File: config.mk
export PLATFORM = sky130hd
export DESIGN_NAME = wb_stage
export DESIGN_NICKNAME = d
export VERILOG_FILES = /design/src/rtl/wb_stage.sv
export SDC_FILE = /design/constraint.sdc
export NUM_CORES = 1
export LEC_CHECK = 0
export ABC_AREA = 1
export BUFFER_PORTS_ARGS = -buffer_cell sky130_fd_sc_hd__clkbuf_2
export CAP_MARGIN = 20
export CORE_UTILIZATION = 38
export CTS_BUF_LIST = sky130_fd_sc_hd__clkbuf_16
export DETAILED_ROUTE_END_ITERATION = 8
export GPL_TIMING_DRIVEN = 0
export PLACE_DENSITY = 0.65
export SYNTH_ARGS = -nofsm -noshare
export SYNTH_HDL_FRONTEND = slang
export SYNTH_SLANG_ARGS = --single-unit
File: constraint.sdc
create_clock -name clk -period 3.2 [get_ports clk]
set_input_delay 0.64 -clock clk [delete_from_list [all_inputs] [get_ports clk]]
set_output_delay 0.64 -clock clk [all_outputs]
set_load 0.02 [all_outputs]
File: src/rtl/wb_stage.sv
// Writeback stage: ALU results written straight back, loads issued to data memory then extracted/extended.
// Optional misaligned-load trap enabled by defining WB_MISALIGN_TRAP_EN.
module wb_stage #(
    parameter int AW = 32
) (
    input  logic          clk,
    input  logic          reset,
    input  logic          ex_valid,
    output logic          ex_ready,
    input  logic          ex_reg_wr,
    input  logic [4:0]    ex_rd_addr,
    input  logic          ex_is_load,
    input  logic [2:0]    ex_funct3,
    input  logic [31:0]   ex_result,
    output logic          mem_req,
    input  logic          mem_req_ready,
    output logic [AW-1:0] mem_addr,
    input  logic          mem_rvalid,
    input  logic [31:0]   mem_rdata,
    output logic          wb_we,
    output logic [4:0]    wb_rd,
    output logic [31:0]   wb_data,
    output logic          load_busy,
    output logic [4:0]    load_rd,
    output logic          load_misalign
);

    // state  | meaning
    // S_IDLE | accepting instructions; ALU results written next cycle
    // S_REQ  | read request presented, waiting for mem_req_ready
    // S_WAIT | request accepted, waiting for mem_rvalid
    // S_WB   | extracted load data on the write port for one cycle
    typedef enum logic [1:0] {S_IDLE, S_REQ, S_WAIT, S_WB} state_t;

    state_t      state, state_nxt;
    logic [4:0]  rd_q;
    logic        reg_wr_q;
    logic [2:0]  funct3_q;
    logic [1:0]  offset_q;
    logic        accept;
    logic        misalign;

    function automatic logic [31:0] extract(input logic [31:0] w, input logic [2:0] f3,
                                            input logic [1:0] off);
        logic [7:0]  b;
        logic [15:0] h;
        logic [31:0] r;
        case (off)
            2'd0:    b = w[7:0];
            2'd1:    b = w[15:8];
            2'd2:    b = w[23:16];
            default: b = w[31:24];
        endcase
        h = off[1] ? w[31:16] : w[15:0];
        case (f3)
            3'b000:  r = {{24{b[7]}}, b};
            3'b001:  r = {{16{h[15]}}, h};
            3'b100:  r = {24'd0, b};
            3'b101:  r = {16'd0, h};
            default: r = w;
        endcase
        return r;
    endfunction

    assign ex_ready  = (state == S_IDLE) && !reset;
    assign accept    = ex_valid && ex_ready;
    assign mem_req   = (state == S_REQ);
    assign load_busy = (state != S_IDLE);
    assign load_rd   = load_busy ? rd_q : 5'd0;

`ifdef WB_MISALIGN_TRAP_EN
    logic misalign_q;
    // funct3[1] set covers LW and the codes treated as LW; 01 in the low bits is LH/LHU
    assign misalign = ex_is_load &&
                      ((ex_funct3[1] && ex_result[1:0] != 2'b00) ||
                       (ex_funct3[1:0] == 2'b01 && ex_result[0]));
    assign load_misalign = misalign_q;

    always_ff @(posedge clk) begin
        if (reset) misalign_q <= 1'b0;
        else       misalign_q <= accept && misalign;
    end
`else
    assign misalign      = 1'b0;
    assign load_misalign = 1'b0;
`endif

    always_ff @(posedge clk) begin
        if (reset) state <= S_IDLE;
        else       state <= state_nxt;
    end

    always_comb begin
        state_nxt = state;
        case (state)
            S_IDLE:  if (accept && ex_is_load && !misalign) state_nxt = S_REQ;
            S_REQ:   if (mem_req_ready) state_nxt = S_WAIT;
            S_WAIT:  if (mem_rvalid) state_nxt = S_WB;
            S_WB:    state_nxt = S_IDLE;
            default: state_nxt = S_IDLE;
        endcase
    end

    always_ff @(posedge clk) begin
        if (reset) begin
            wb_we    <= 1'b0;
            wb_rd    <= 5'd0;
            wb_data  <= 32'd0;
            mem_addr <= '0;
            rd_q     <= 5'd0;
            reg_wr_q <= 1'b0;
            funct3_q <= 3'd0;
            offset_q <= 2'd0;
        end else begin
            wb_we <= 1'b0;
            case (state)
                S_IDLE: begin
                    if (accept && !ex_is_load) begin
                        wb_we   <= ex_reg_wr && (ex_rd_addr != 5'd0);
                        wb_rd   <= ex_rd_addr;
                        wb_data <= ex_result;
                    end else if (accept && !misalign) begin
                        rd_q     <= ex_rd_addr;
                        reg_wr_q <= ex_reg_wr;
                        funct3_q <= ex_funct3;
                        offset_q <= ex_result[1:0];
                        mem_addr <= {ex_result[AW-1:2], 2'b00};
                    end
                end
                S_WAIT: begin
                    if (mem_rvalid) begin
                        wb_we   <= reg_wr_q && (rd_q != 5'd0);
                        wb_rd   <= rd_q;
                        wb_data <= extract(mem_rdata, funct3_q, offset_q);
                    end
                end
                default: ;
            endcase
        end
    end

endmodule

Yosys cells after proc, flatten, opt, wreduce, memory -nomap -nowiden
Index checks and enable logic that the tools add are counted.
Widths: inputs -> output; s select.
- eq/ne operators: 12
- muxes and demuxes: 17
- bitwise gates (word level): 1
- reductions and logical operators: 18
- operators by type and width (kind ; count):
    $pmux 32 s4 ; 1
    $mux 32 ; 2
    $pmux 32 s2 ; 1
    $pmux 8 s3 ; 1
    $mux 16 ; 1
    $mux 5 ; 3
    $pmux 5 s2 ; 1
    $reduce_bool 5->1 ; 2
    $reduce_and 3->1 ; 3
    $pmux 2 s4 ; 1
    $eq 2x2->1 const B ; 3
    $eq 3x3->1 const B ; 2
    $logic_and 1x1->1 ; 6
    $mux 2 ; 3
    $ne 2x1->1 const B ; 3
    $eq 2x1->1 const B ; 2
    $logic_not 2->1 ; 2
    $reduce_bool 2->1 ; 2
    $eq 3x1->1 const B ; 1
    $logic_not 3->1 ; 1
    $logic_not 1->1 ; 2
    $mux 1 ; 2
    $ne 2x2->1 const B ; 1
    $pmux 1 s2 ; 1
    $not 1->1 ; 1
- bits in registers: 81
- output and inout bits: 79
- logic and storage cells: 57

Longest topological paths before layout
- depth after elaboration: 6
- depth in mapped cells: 10
- mapped depth without buffers: 8

Worst setup path before layout
Ideal clock, no wire load.
- path kind: register to output
- start: register state[0]
- end: output ex_ready
- arrival time: 1.130 ns
- path slack: 1.430 ns
- cell stages (with the launch flop): 6
- buffers on the path: 1
- cell sequence: dfxtp_1 -> inv_1 -> ha_1 -> buf_2 -> inv_1 -> nor2_1
- cells in the longest elaborated chain, start to end: 2
- ends and longest elaborated chain (what ; RTL line ; RTL):
    from (decl) ; 35 ; state_t state, state_nxt;
    from (signal assigned) ; 90 ; else state <= state_nxt;
    $logic_not 2->1 ; 65 ; assign ex_ready = (state == S_IDLE) && !reset;
    $logic_and 1x1->1 ; 65 ;
    to (decl) ; 9 ; output logic ex_ready,
No other way between the ends.

Worst setup path after layout
Ends and elaborated chain as after synthesis.

==> flow_metrics.tcl <==
set metrics [dict create \
    io_pins 158 \
    synth_cell_types 33 \
    crit_required_ns 2.56 \
    drive_gt1_frac 0.298 \
    grt_max_degree 15 \
    vias_per_cell 5.01 \
    post-route-util 0.507 \
    hold_violations 0 \
    cts_buffers 9 \
    maxCapViolations 0 \
    fin_crit_ns 2.10 \
    cts_buffer_depth 2 \
    avgRoutedWirePerCell_um 15.3 \
    start_util 0.392 \
    max-slew-margin-rel 0.584 \
    cts_root_buf "clkbuf_16" \
    rows 38 \
    ir_worst_vdd_v 0.000375 \
    htree_levels 3 \
    grt_pass1_wl_mm 22.1 \
    synthToLayoutAreaGrowth_pct 29.3 \
    ys_seq_area_frac 0.380 \
    status "completed" \
    drc 0 \
    multi_input_area_mm2 0.00218 \
    min_path_type "reg -> reg" \
    crit_type "reg -> out" \
    path_max_fanout 9 \
    hp-start "rd_q[2]" \
    antenna_found_initial 0 \
    drt_iter0_markers 225 \
    clock.fmax_mhz 477 \
    place_congestion 0.867 \
    final_area_mm2 0.00552 \
    holdPathStages 2 \
    drt_first_pass_iters 9 \
    grt-busiest-layer "met2" \
    rsz0062_at_grt "no" \
    skew_ns 0.00776 \
    setup-tns-final_ns 0 \
    port_buffers 154 \
    placed_area_mm2 0.00522 \
    tightestPinTransition_ns 0.623 \
    synth_area_per_cell_um2 6.76 \
    overflow 0 \
    grt_pass1_vias 4341 \
    report.final.slew_viol_count 0 \
    cts_num_sinks 81 \
    postCtsSetupRepairBufs 0 \
    powerDensity_mw_per_mm2 719 \
    worstPathArrival_ns 1.46 \
    fin_crit_sh 0.655 \
    fin_nets 881 \
    cts_resized 0 \
    die_w_um 108 \
    die_area_mm2 0.0117 \
    grt_use_total 0.250 \
    num_antenna_cells 0 \
    hold_ws_ns 0.495 \
    synthCells 631 \
    seq_area_mm2 0.00162 \
    netlist_area_mm2 0.00427 \
    die_h_um 108 \
    setup_viol 0 \
    gr-usage-met3 0.0506 \
    synth_warnings 0 \
    clkTransAtPathRegs_ns 0.06 \
    dp_slack_ns 1.07 \
    vias 4721 \
    worstSkewPairLatency_ns 0.34 \
    crit_start "state[0]" \
    layout_commonest_cell "clkbuf_2" \
    use_met2 0.409 \
    p_leak_nw 2.79 \
    n_fill_cell 1142 \
    core_area_mm2 0.0109 \
    antenna_left 0 \
    r2r_cells 9 \
    worst_slack_ns 1.10 \
    most-common-layout-cells "155 x clkbuf_2, 124 x nand2_1, 84 x nor2_1" \
    hold_buffers 0 \
    endpoint_kind "primary output" \
    drt-total-wl_mm 14.4 \
    use_met1 0.330 \
    startpoint_type "flip-flop" \
    rr_startpoint "state[0]" \
    hpwlAfterDp_mm 11.3 \
    cts_tree "done" \
    ys_ff_latch 81 \
]
-- cell usage after synthesis, drive strengths merged --
cell type / number / area share
clkbuf: 23 / 0.021
and2: 1 / 0.0015
conb: 1 / 0.00088
ha: 4 / 0.012
nand3: 32 / 0.050
o21ai: 68 / 0.080
nand4: 2 / 0.0029
o21bai: 1 / 0.0018
nor2: 87 / 0.079
clkinv: 1 / 0.00088
nand3b: 2 / 0.0065
o211ai: 8 / 0.014
inv: 61 / 0.054
dfxtp: 81 / 0.38
buf: 22 / 0.035
a21oi: 91 / 0.12
or2: 16 / 0.023
nand2: 125 / 0.11
nor3: 5 / 0.0070
-- final cells by class --
cell class,count,share of cell area
flip-flops and latches,81,0.294
well taps,140,0.0318
inverters,62,0.0422
repair buffers,154,0.140
clock buffers,9,0.0408
plain buffers,45,0.0433
multi-input cells,445,0.395
clock inverters,7,0.0129
-- state kept, by name (all words and copies together), names as in the netlist, 2 cells and up --
signal and flops:
wb_data 32, mem_addr 30, rd_q 5, wb_rd 5, funct3_q 3, offset_q 2, state 2
-- cells by family after synthesis --
logic type	Yosys count	synth area share
and+or+nand+nor	270	0.282
AOI/OAI and AO/OA	168	0.215
buffers and inverters	107	0.111
DFF	81	0.380
adders and majority gates	4	0.0117
other	1	0.000879
-- power by group --
part / switching (mW) / leakage [nW] / internal, mW / total (mW)
combinational: 1.06 / 1.99 / 0.535 / 1.60
clock: 0.449 / 0.145 / 0.605 / 1.05
sequential: 0.109 / 0.661 / 1.21 / 1.31
total: 1.62 / 2.79 / 2.35 / 3.97
-- metrics by stage --
| stage | power (mW) | cells |
|---|---|---|
| final | 3.97 | 943 |
| after global routing | 4.23 | 943 |
| after CTS | 3.98 | 943 |
| after detailed placement | 2.92 | 927 |
| after global placement | 2.89 | 927 |
| after floorplan | 2.41 | 633 |
-- worst max-delay path, cell delays in order, from the launching register on --
cell and delay [ns]:
dfxtp_1 0.31, inv_1 0.12, ha_1 0.15, buf_2 0.18, inv_1 0.09, nor2_1 0.09
clkbuf_2 0.17
-- per-layer routing --
metal  wire length [um]  vias up
met3                936       16
li1                   -     2356
met2               6730      180
met1               6540     2169
met5                  0        -
met4                228        0
-- final timing paths --
check                 end  slack (ns)
min               rd_q[2]        0.50
max              ex_ready        1.10
max reg2reg  mem_addr[30]        1.26
min reg2reg       rd_q[2]        0.50
Note: power is estimated with default switching activity, not from simulation.
